$ cat config.mk
export PLATFORM = sky130hd
export DESIGN_NAME = payload_feeder
export DESIGN_NICKNAME = d
export VERILOG_FILES = /design/src/rtl/payload_feeder.sv
export SDC_FILE = /design/constraint.sdc
export NUM_CORES = 1
export LEC_CHECK = 0
export ABC_AREA = 1
export CAP_MARGIN = 20
export CORE_MARGIN = 4
export CORE_UTILIZATION = 40
export CTS_CLUSTER_SIZE = 12
export DETAILED_ROUTE_END_ITERATION = 6
export PLACE_DENSITY = 0.66
export SLEW_MARGIN = 20
export SYNTH_ARGS = -nofsm -noshare
export SYNTH_HDL_FRONTEND = slang
export SYNTH_SLANG_ARGS = --single-unit
$ cat constraint.sdc
create_clock -name clk -period 2.5 [get_ports clk]
set_input_delay 0.5 -clock clk [delete_from_list [all_inputs] [get_ports clk]]
set_output_delay 0.5 -clock clk [all_outputs]
set_load 0.02 [all_outputs]
$ cat src/rtl/payload_feeder.sv
// payload_feeder: serialises a 64-bit keep/last stream into the one-byte-per-cycle
// payload interface of control_engine. It blocks the next packet until the engine
// reports completion, clamps packets to MAX_PKT_BYTES and counts empty packets.
module payload_feeder #(
  parameter int DATA_WIDTH    = 64,
  parameter int KEEP_WIDTH    = DATA_WIDTH / 8,
  parameter int MAX_PKT_BYTES = 2047,
  parameter int GAP_CYCLES    = 2
) (
  input  logic                  clk,
  input  logic                  rst,
  input  logic [DATA_WIDTH-1:0] s_tdata,
  input  logic [KEEP_WIDTH-1:0] s_tkeep,
  input  logic                  s_tvalid,
  input  logic                  s_tlast,
  output logic                  s_tready,
  output logic [7:0]            payload_out,
  output logic                  payload_valid,
  output logic                  start_of_packet,
  output logic                  end_of_packet,
  input  logic                  engine_done,
  output logic [10:0]           pkt_len,
  output logic                  truncated,
  output logic [15:0]           drop_count
);

  localparam int GAP_W = (GAP_CYCLES < 1) ? 1 : $clog2(GAP_CYCLES + 1);

  typedef enum logic [2:0] {IDLE, SHIFT, DRAIN, WAIT_DONE, GAP} state_e;

  state_e                state_q, state_d;
  logic [DATA_WIDTH-1:0] word_q, word_d;
  logic [KEEP_WIDTH-1:0] keep_q, keep_d;
  logic                  last_q, last_d;
  logic                  started_q, started_d;
  logic [10:0]           pkt_len_q, pkt_len_d;
  logic                  truncated_q, truncated_d;
  logic [15:0]           drop_q, drop_d;
  logic [GAP_W-1:0]      gap_q, gap_d;
  logic                  live_q;

  logic [KEEP_WIDTH-1:0] rest_keep;
  logic [7:0]            cur_byte;
  logic [10:0]           len_base;
  logic                  has_byte, is_final, hit_max, emit, sop, eop;
  logic                  trunc_now, shift_rdy, accept, empty_drop;

  // Decode the held word: byte under the pointer, remaining keep bits and packet events.
  always_comb begin
    cur_byte = 8'd0;
    for (int i = KEEP_WIDTH - 1; i >= 0; i--) begin
      if (keep_q[i]) cur_byte = word_q[i*8 +: 8];
    end
    rest_keep  = keep_q & (keep_q - KEEP_WIDTH'(1));
    has_byte   = |keep_q;
    is_final   = (rest_keep == '0);
    len_base   = started_q ? pkt_len_q : 11'd0;
    hit_max    = has_byte && (len_base == 11'(MAX_PKT_BYTES - 1));
    emit       = (state_q == SHIFT) && has_byte;
    sop        = emit && !started_q;
    eop        = (state_q == SHIFT) &&
                 ((has_byte && ((is_final && last_q) || hit_max)) ||
                  (!has_byte && last_q && started_q));
    trunc_now  = emit && hit_max && !(is_final && last_q);
    shift_rdy  = (state_q == SHIFT) && is_final && !last_q && !hit_max;
    accept     = s_tvalid && s_tready;
    empty_drop = ((state_q == SHIFT) && !has_byte && last_q && !started_q) ||
                 ((state_q == IDLE) && accept && (s_tkeep == '0) && s_tlast && !started_q);
  end

  // State register.
  always_ff @(posedge clk or negedge rst) begin
    if (!rst) state_q <= IDLE;
    else      state_q <= state_d;
  end

  // Next-state logic.
  always_comb begin
    state_d = state_q;
    unique case (state_q)
      IDLE: begin
        if (accept && !empty_drop) state_d = SHIFT;
      end
      SHIFT: begin
        if (eop)             state_d = trunc_now ? DRAIN : WAIT_DONE;
        else if (empty_drop) state_d = IDLE;
        else if (shift_rdy)  state_d = s_tvalid ? SHIFT : IDLE;
      end
      DRAIN: begin
        if (accept && s_tlast) state_d = WAIT_DONE;
      end
      WAIT_DONE: begin
        if (engine_done) state_d = (GAP_CYCLES == 0) ? IDLE : GAP;
      end
      GAP: begin
        if (gap_q <= GAP_W'(1)) state_d = IDLE;
      end
      default: state_d = IDLE;
    endcase
  end

  // Output logic: ready only once reset has been released for a cycle.
  always_comb begin
    s_tready        = live_q && ((state_q == IDLE) || (state_q == DRAIN) || shift_rdy);
    payload_valid   = emit;
    payload_out     = emit ? cur_byte : 8'd0;
    start_of_packet = sop;
    end_of_packet   = eop;
    pkt_len         = pkt_len_q;
    truncated       = truncated_q;
    drop_count      = drop_q;
  end

  // Datapath and counter updates.
  always_comb begin
    word_d      = word_q;
    keep_d      = keep_q;
    last_d      = last_q;
    started_d   = started_q;
    pkt_len_d   = pkt_len_q;
    truncated_d = truncated_q;
    drop_d      = drop_q;
    gap_d       = gap_q;
    if (accept && (state_q != DRAIN)) begin
      word_d = s_tdata;
      keep_d = s_tkeep;
      last_d = s_tlast;
    end else if (emit) begin
      keep_d = rest_keep;
    end
    if (eop)       started_d = 1'b0;
    else if (emit) started_d = 1'b1;
    if (sop)       pkt_len_d = 11'd1;
    else if (emit) pkt_len_d = pkt_len_q + 11'd1;
    if (eop) truncated_d = trunc_now;
    if (empty_drop && (drop_q != 16'hFFFF)) drop_d = drop_q + 16'd1;
    if ((state_q == WAIT_DONE) && engine_done) gap_d = GAP_W'(GAP_CYCLES);
    else if (state_q == GAP)                   gap_d = gap_q - GAP_W'(1);
  end

  // Control registers.
  always_ff @(posedge clk or negedge rst) begin
    if (!rst) begin
      keep_q      <= '0;
      last_q      <= 1'b0;
      started_q   <= 1'b0;
      pkt_len_q   <= 11'd0;
      truncated_q <= 1'b0;
      drop_q      <= 16'd0;
      gap_q       <= '0;
      live_q      <= 1'b0;
    end else begin
      keep_q      <= keep_d;
      last_q      <= last_d;
      started_q   <= started_d;
      pkt_len_q   <= pkt_len_d;
      truncated_q <= truncated_d;
      drop_q      <= drop_d;
      gap_q       <= gap_d;
      live_q      <= 1'b1;
    end
  end

  // Held data word; only read while keep bits are live, so it needs no reset.
  always_ff @(posedge clk) begin
    word_q <= word_d;
  end

endmodule
==> run metrics, run 1 <==
status complete, no violations; Simple-Gate Fraction of Synth Area 21.4%; CTS sink count 108; Synth Area in Compound Gates 10.5%; Final Max Tran Viols 0; Pre-antenna DRT Iters 5; post-synthesis mux area share 0%; asr flop ratio synth 40.7%; # H-tree levels 3; Die Area approximately 15000 µm²; Final nets 757; RSZ-0062 raised after global routing true; Max Cap Violations 0; number of synthesized flops with an enable pin 64; most common cell after layout, fill and taps aside clkdlybuf4s50_1; Arr. time, crit path 1.93 ns; Reg clk slew, reported paths 0.08 ns; total power per unit cell area 1090 nW/µm²; sequential cell area fraction in the yosys report 59.3%; Core ar. 12300 µm²; root buf cell clkbuf_16; grt ovf 0; Crit. End Element output pin; final hold vios 0; synth warn 0; CTS Buf Count 9; Total Wirelength 13.1 mm; Synth top area share 37.7%; Post-Syn Nets 588; clk_lat worst skew around 0.35 ns; synthesized cell area 5090 µm²; initial antenna violation count 0; synthesis-stage register bit count 108; predominant post-synthesis flop cell edfxtp_1; Post-Route Utilization 59.0%; worst-margin pin slew 0.674 ns; required time worst endpoint 2.00 ns; Lkg Pwr 2.87 nW; drt via density ~5.2; Worst setup SP type flip-flop; post-synthesis xor/xnor area fraction 2.75%; vias in the first global route 4334; port buffer count 116; CTS tree built; Row Count 40; Post-Synth Adder-Cell Area less than 1%; pin count of the biggest net entering global routing 31; crit path from keep_q[1]; Hold Path Class in -> async; number of diodes 0; most frequent cells in the layout 103 x clkdlybuf4s50_1, 97 x nand2_1, 64 x edfxtp_1; final antenna-violating net count 0; die span in y ~120 µm; Synth area leaders edfxtp_1 38%, dfrtp_1 22%, nand2_1 7.3%; cts hold-fix bufs 0; WS Path Type reg -> out; Power Total 7.88 mW; FMAX 411 MHz; Netlist cell types 42; Detailed Route Iter0 Violations approximately 350; Mapped Avg Cell Area 10.0 µm²; DRC errors left 0; Layout area overhead 42.1%; VDD IR-drop max 0.449 mV; GPL Wtd Cong 0.873; period utilization a little over nine tenths; Mapped Cells about 510; die width roughly 120 µm; final HPWL from detailed placement 10.2 mm; first-pass GRT wire length around 21 mm; area leader, netlist edfxtp_1; largest family of logic cells by synthesized area simple AND/OR/NAND/NOR gates; worst r2r src keep_q[5]; crit path max fanout 4; DR WL/cell about 15 µm; clk buf depth 2; layout cell share with drive strength beyond 1 19.2%; via count 4381; Starting Density 41.5%; max_slew headroom 55.1%; Ports 117; Final setup viols 0; GR Util All Layers 18.4%; Final Critical Period 2.43 ns; Clock Skew 0.0113 ns
## stage by stage
step / TNS, ns / hold WS [ns] / instances / setup slack (ns) / area [µm²]
floorplan: -0.129 / 0.204 / 508 / -0.0430 / 5090
global placement: -0.201 / 0.505 / 827 / -0.151 / 6790
detailed placement: -0.407 / 0.498 / 827 / -0.169 / 6790
CTS: -0.0904 / 0.187 / 845 / -0.0904 / 7090
global route: -0.0809 / 0.222 / 850 / -0.0318 / 7240
finish: 0 / 0.176 / 850 / 0.0689 / 7240
## cells by family after synthesis
logic type | after synthesis
fa+ha+maj | 3
flops | 108
simple gates | 232
compound gates | 82
buf+inv | 66
xor+xnor | 16
other cells | 1
## worst max-delay path, cell delays in order (launching register included)
cell and delay (ns):
dfrtp_2 0.45, nor2_8 0.14, buf_4 0.13, nand2_4 0.06, buf_4 0.14, a221oi_2 0.25, a2111oi_4 0.13, buf_4 0.15
buf_4 0.15
## path summary, 6_finish.rpt
path                                   to  slack, ns  cells past startpoint
max reg2reg                    word_q[43]       0.15                     11
min in group clk                truncated       0.51                      1
max                        payload_out[4]       0.07                      8
min                           pkt_len[10]       0.18                      1
min reg2reg                     truncated       0.51                      1
max in group asynchronous       keep_q[0]       1.71                      2
## synthesized netlist by cell type (6+ instances only)
cell      instances
xor2_1           11
o22ai_1           6
nor3_1           17
buf_2             8
dfrtp_1          44
edfxtp_1         64
nand3_1          28
o211ai_1         10
a21oi_1          19
nor2_1           54
o221ai_1          8
o21ai_0          19
inv_1            45
a31oi_1           8
nand2_1          99
nand4_1          13
## report_power, final
group	switching, mW	internal, mW
logic	2.18	1.70
registers	0.290	2.30
clock network	0.635	0.771
total	3.11	4.77
## repair_timing
action                                  CTS  global route
gates resized for setup                  48            39
endpoints found under the setup margin   12            74
gates cloned                              0             0
pin swaps                                 2            14
setup buffers                             2             6
## cell type report
class | count | area [µm²]
multi-input cells | 334 | 1920
flip-flops and latches | 108 | 3030
well taps | 168 | 210
clock inverters | 7 | 67.6
clock buffers | 9 | 225
inverters | 52 | 200
fillers | 1035 | 5020
repair buffers | 172 | 1590
## state kept, by name, indices dropped and copies added, names as in the netlist
register,cells
pkt_len,11
drop_count,16
word_q,64
state_q,3
started_q,1
last_q,1
keep_q,8
truncated,1
gap_q,2
live_q,1
## metal layers
layer	share of wire [%]	up-vias	global-route usage, %
li1	-	2115	-
met1	43	2079	24.2
met2	47	167	28.7
met3	7.5	20	4.63
met4	1.9	0	8.14
met5	0	-	0
No activity file was read; power rests on OpenSTA's default activity.
==> inputs of run 2 (changes only) <==
--- a/config.mk
+++ b/config.mk
@@ -12,7 +12,6 @@
 export CTS_CLUSTER_SIZE = 12
 export DETAILED_ROUTE_END_ITERATION = 6
 export PLACE_DENSITY = 0.66
-export SLEW_MARGIN = 20
 export SYNTH_ARGS = -nofsm -noshare
 export SYNTH_HDL_FRONTEND = slang
 export SYNTH_SLANG_ARGS = --single-unit
==> constraint.sdc (replaced) <==
create_clock -name clk -period 2.3 [get_ports clk]
set_input_delay 0.69 -clock clk [delete_from_list [all_inputs] [get_ports clk]]
set_output_delay 0.69 -clock clk [all_outputs]
set_load 0.02 [all_outputs]
==> run 2 against run 1 <==
Compared with the run above:
- the flow now finishes with violations (setup timing)
- critical path depth rose by 1
- cell count rose by 7.5%
- via count rose by 6.6%
- sequential share of layout area fell by 4.5 points
- total power rose by 26%
- global-route usage rose by 1.6 points
- critical endpoint is now s_tready
- largest cell class unchanged
- largest power group unchanged
==> run metrics, run 2 (synthesis results as in run 1) <==
# H-tree levels 3 (unchanged); Clock Skew 0.00794 ns (was 0.0113 ns); Reg clk slew, reported paths 0.08 ns (about the same); Ports 117 (unchanged); crit path capture s_tready (was payload_out[4]); grt ovf 0 (unchanged); GR Util All Layers 19.9% (was 18.4%); max_slew headroom 60.2% (was 55.1%); most frequent cells in the layout 103 x clkdlybuf4s50_1, 100 x buf_4, 92 x nand2_1 (was 103 x clkdlybuf4s50_1, 97 x nand2_1, 64 x edfxtp_1); Final Max Tran Viols 0 (unchanged); crit path from keep_q[1] (unchanged); status finished, violations left (was complete, no violations); GPL Wtd Cong 0.910 (was 0.873); Reg2Reg Depth 12 (was 11); Most flops, register word_q (unchanged); Max Cap Violations 0 (unchanged); clk_lat worst skew 0.37 ns (was 0.35 ns); Layout area overhead 59.4% (was 42.1%); Crit. End Element output pin (unchanged); Final setup viols 36 (was 0); number of diodes 0 (unchanged); setup slack, reg-to-reg -0.01 ns (was 0.15 ns); Post-Route Utilization 66.2% (was 59.0%); period utilization 114%; FMAX about 380 MHz; Lkg Pwr 3.27 nW (was 2.87 nW); final antenna-violating net count 0 (unchanged); die width 121 µm (unchanged); RSZ-0062 raised after global routing true (unchanged); WS Path Type reg -> out (unchanged); via count 4670 (was 4381); required time worst endpoint 1.61 ns (was 2.00 ns); Final nets 821 (was 757); pin count of the biggest net entering global routing 45 (was 31); Post-Layout Inst Area 8120 µm² (was 7240 µm²); Placed Cells 868 (was 827); vias in the first global route 4540 (was 4334); Detailed Route Iter0 Violations 291 (was 346); Total Wirelength 15.2 mm (was 13.1 mm); Final Critical Period 2.62 ns; VDD IR-drop max 0.577 mV (was 0.449 mV); worst-margin pin slew 0.596 ns (was 0.674 ns); number of flip-flops in the largest register 64 (unchanged); Hold Path Class in -> async (unchanged); die span in y 121 µm (unchanged); WHS 0.402 ns (was 0.176 ns); Power Total 9.89 mW (was 7.88 mW); Worst Slack Setup Final -0.321 ns (was 0.0689 ns); Pre-antenna DRT Iters 5 (unchanged); DP Area 7190 µm² (was 6790 µm²); Row Count 40 (unchanged); dpl ws -0.408 ns (was -0.169 ns); Arr. time, crit path 1.93 ns (about the same); Starting Density 41.5% (unchanged); layout cell share with drive strength beyond 1 30.0% (was 19.2%); CTS sink count 108 (unchanged); Core ar. 12300 µm² (unchanged); root buf cell clkbuf_16 (unchanged); first-pass GRT wire length 22.8 mm (was 21.1 mm); worst r2r src keep_q[1] (was keep_q[5]); final hold vios 0 (unchanged); most common cell after layout, fill and taps aside clkdlybuf4s50_1 (unchanged); # fillers 938 (was 1035); top layer in use met4 (unchanged); initial antenna violation count 0 (unchanged); CTS Buf Count 9 (unchanged); drt via density 5.11 (was 5.15); port buffer count 116 (unchanged); failing checks setup timing; clk buf depth 2 (unchanged); metal2 WL 7.26 mm (was 6.18 mm); RR Endpoint word_q[60] (was word_q[43]); final HPWL from detailed placement 10.4 mm (was 10.2 mm); routed length on met3 943 µm (was 978 µm); Die Area 14600 µm² (unchanged); CTS tree built (unchanged); Finished Layout Cells 914 (was 850); DR WL/cell 16.6 µm (was 15.4 µm); crit path max fanout 6 (was 4); DRC errors left 0 (unchanged); total power per unit cell area 1220 nW/µm² (was 1090 nW/µm²); Setup TNS -2.99 ns (was 0 ns); WL met1 6.70 mm (was 5.65 mm); Worst setup SP type flip-flop (unchanged)
## run 2: cell types whose count changed in the layout (fill, tap and decap cells not counted), sizes merged, moves of 2 or more
cell and change:
clkinv -2, buf +61, clkbuf +4, inv +5
## run 2: worst min-delay path by stage
stage	to	depth (start not counted)
after floorplan	drop_count[0]	0
after global placement	truncated	1
after detailed placement	truncated	1
after CTS	keep_q[4]	2
after global routing	drop_count[1]	2
final	drop_count[1]	2
## run 2: where the power goes
part	internal, mW	switching (mW)
Combinational	2.64	2.86
Clock	0.776	0.813
Sequential	2.50	0.304
Total	5.92	3.98
## run 2: routing by layer
metal,vias up,track usage (%)
li1,2242,-
met1,2260,27.1
met2,150,31.1
met3,18,5.57
met4,0,6.23
met5,-,0
## run 2: layout make-up
class,count,area (µm²),share of cell area [%]
Timing Repair inverter,1,8.76,0.108
Timing Repair Buffer,235,2260,27.8
Clock inverter,7,77.6,0.955
Clock buffer,9,225,2.77
Multi-Input combinational cell,334,2090,25.7
Inverter,52,221,2.73
Sequential cell,108,3030,37.3
Tap cell,168,210,2.59
## run 2: critical path, stage by stage, from the launching register on
cell	delay, ns
dfrtp_2	0.45
nor2_8	0.13
buf_6	0.13
nand3_1	0.11
nand2_2	0.12
nand2_2	0.07
nor2_2	0.12
nand3_2	0.11
a21boi_4	0.18
buf_6	0.14
## run 2: timing repair
item,CTS,global route
pin swaps,18,17
hold buffers,0,0
buffers inserted,16,7
endpoints found under the setup margin,12,85
resized for setup,111,39
gates cloned,0,9
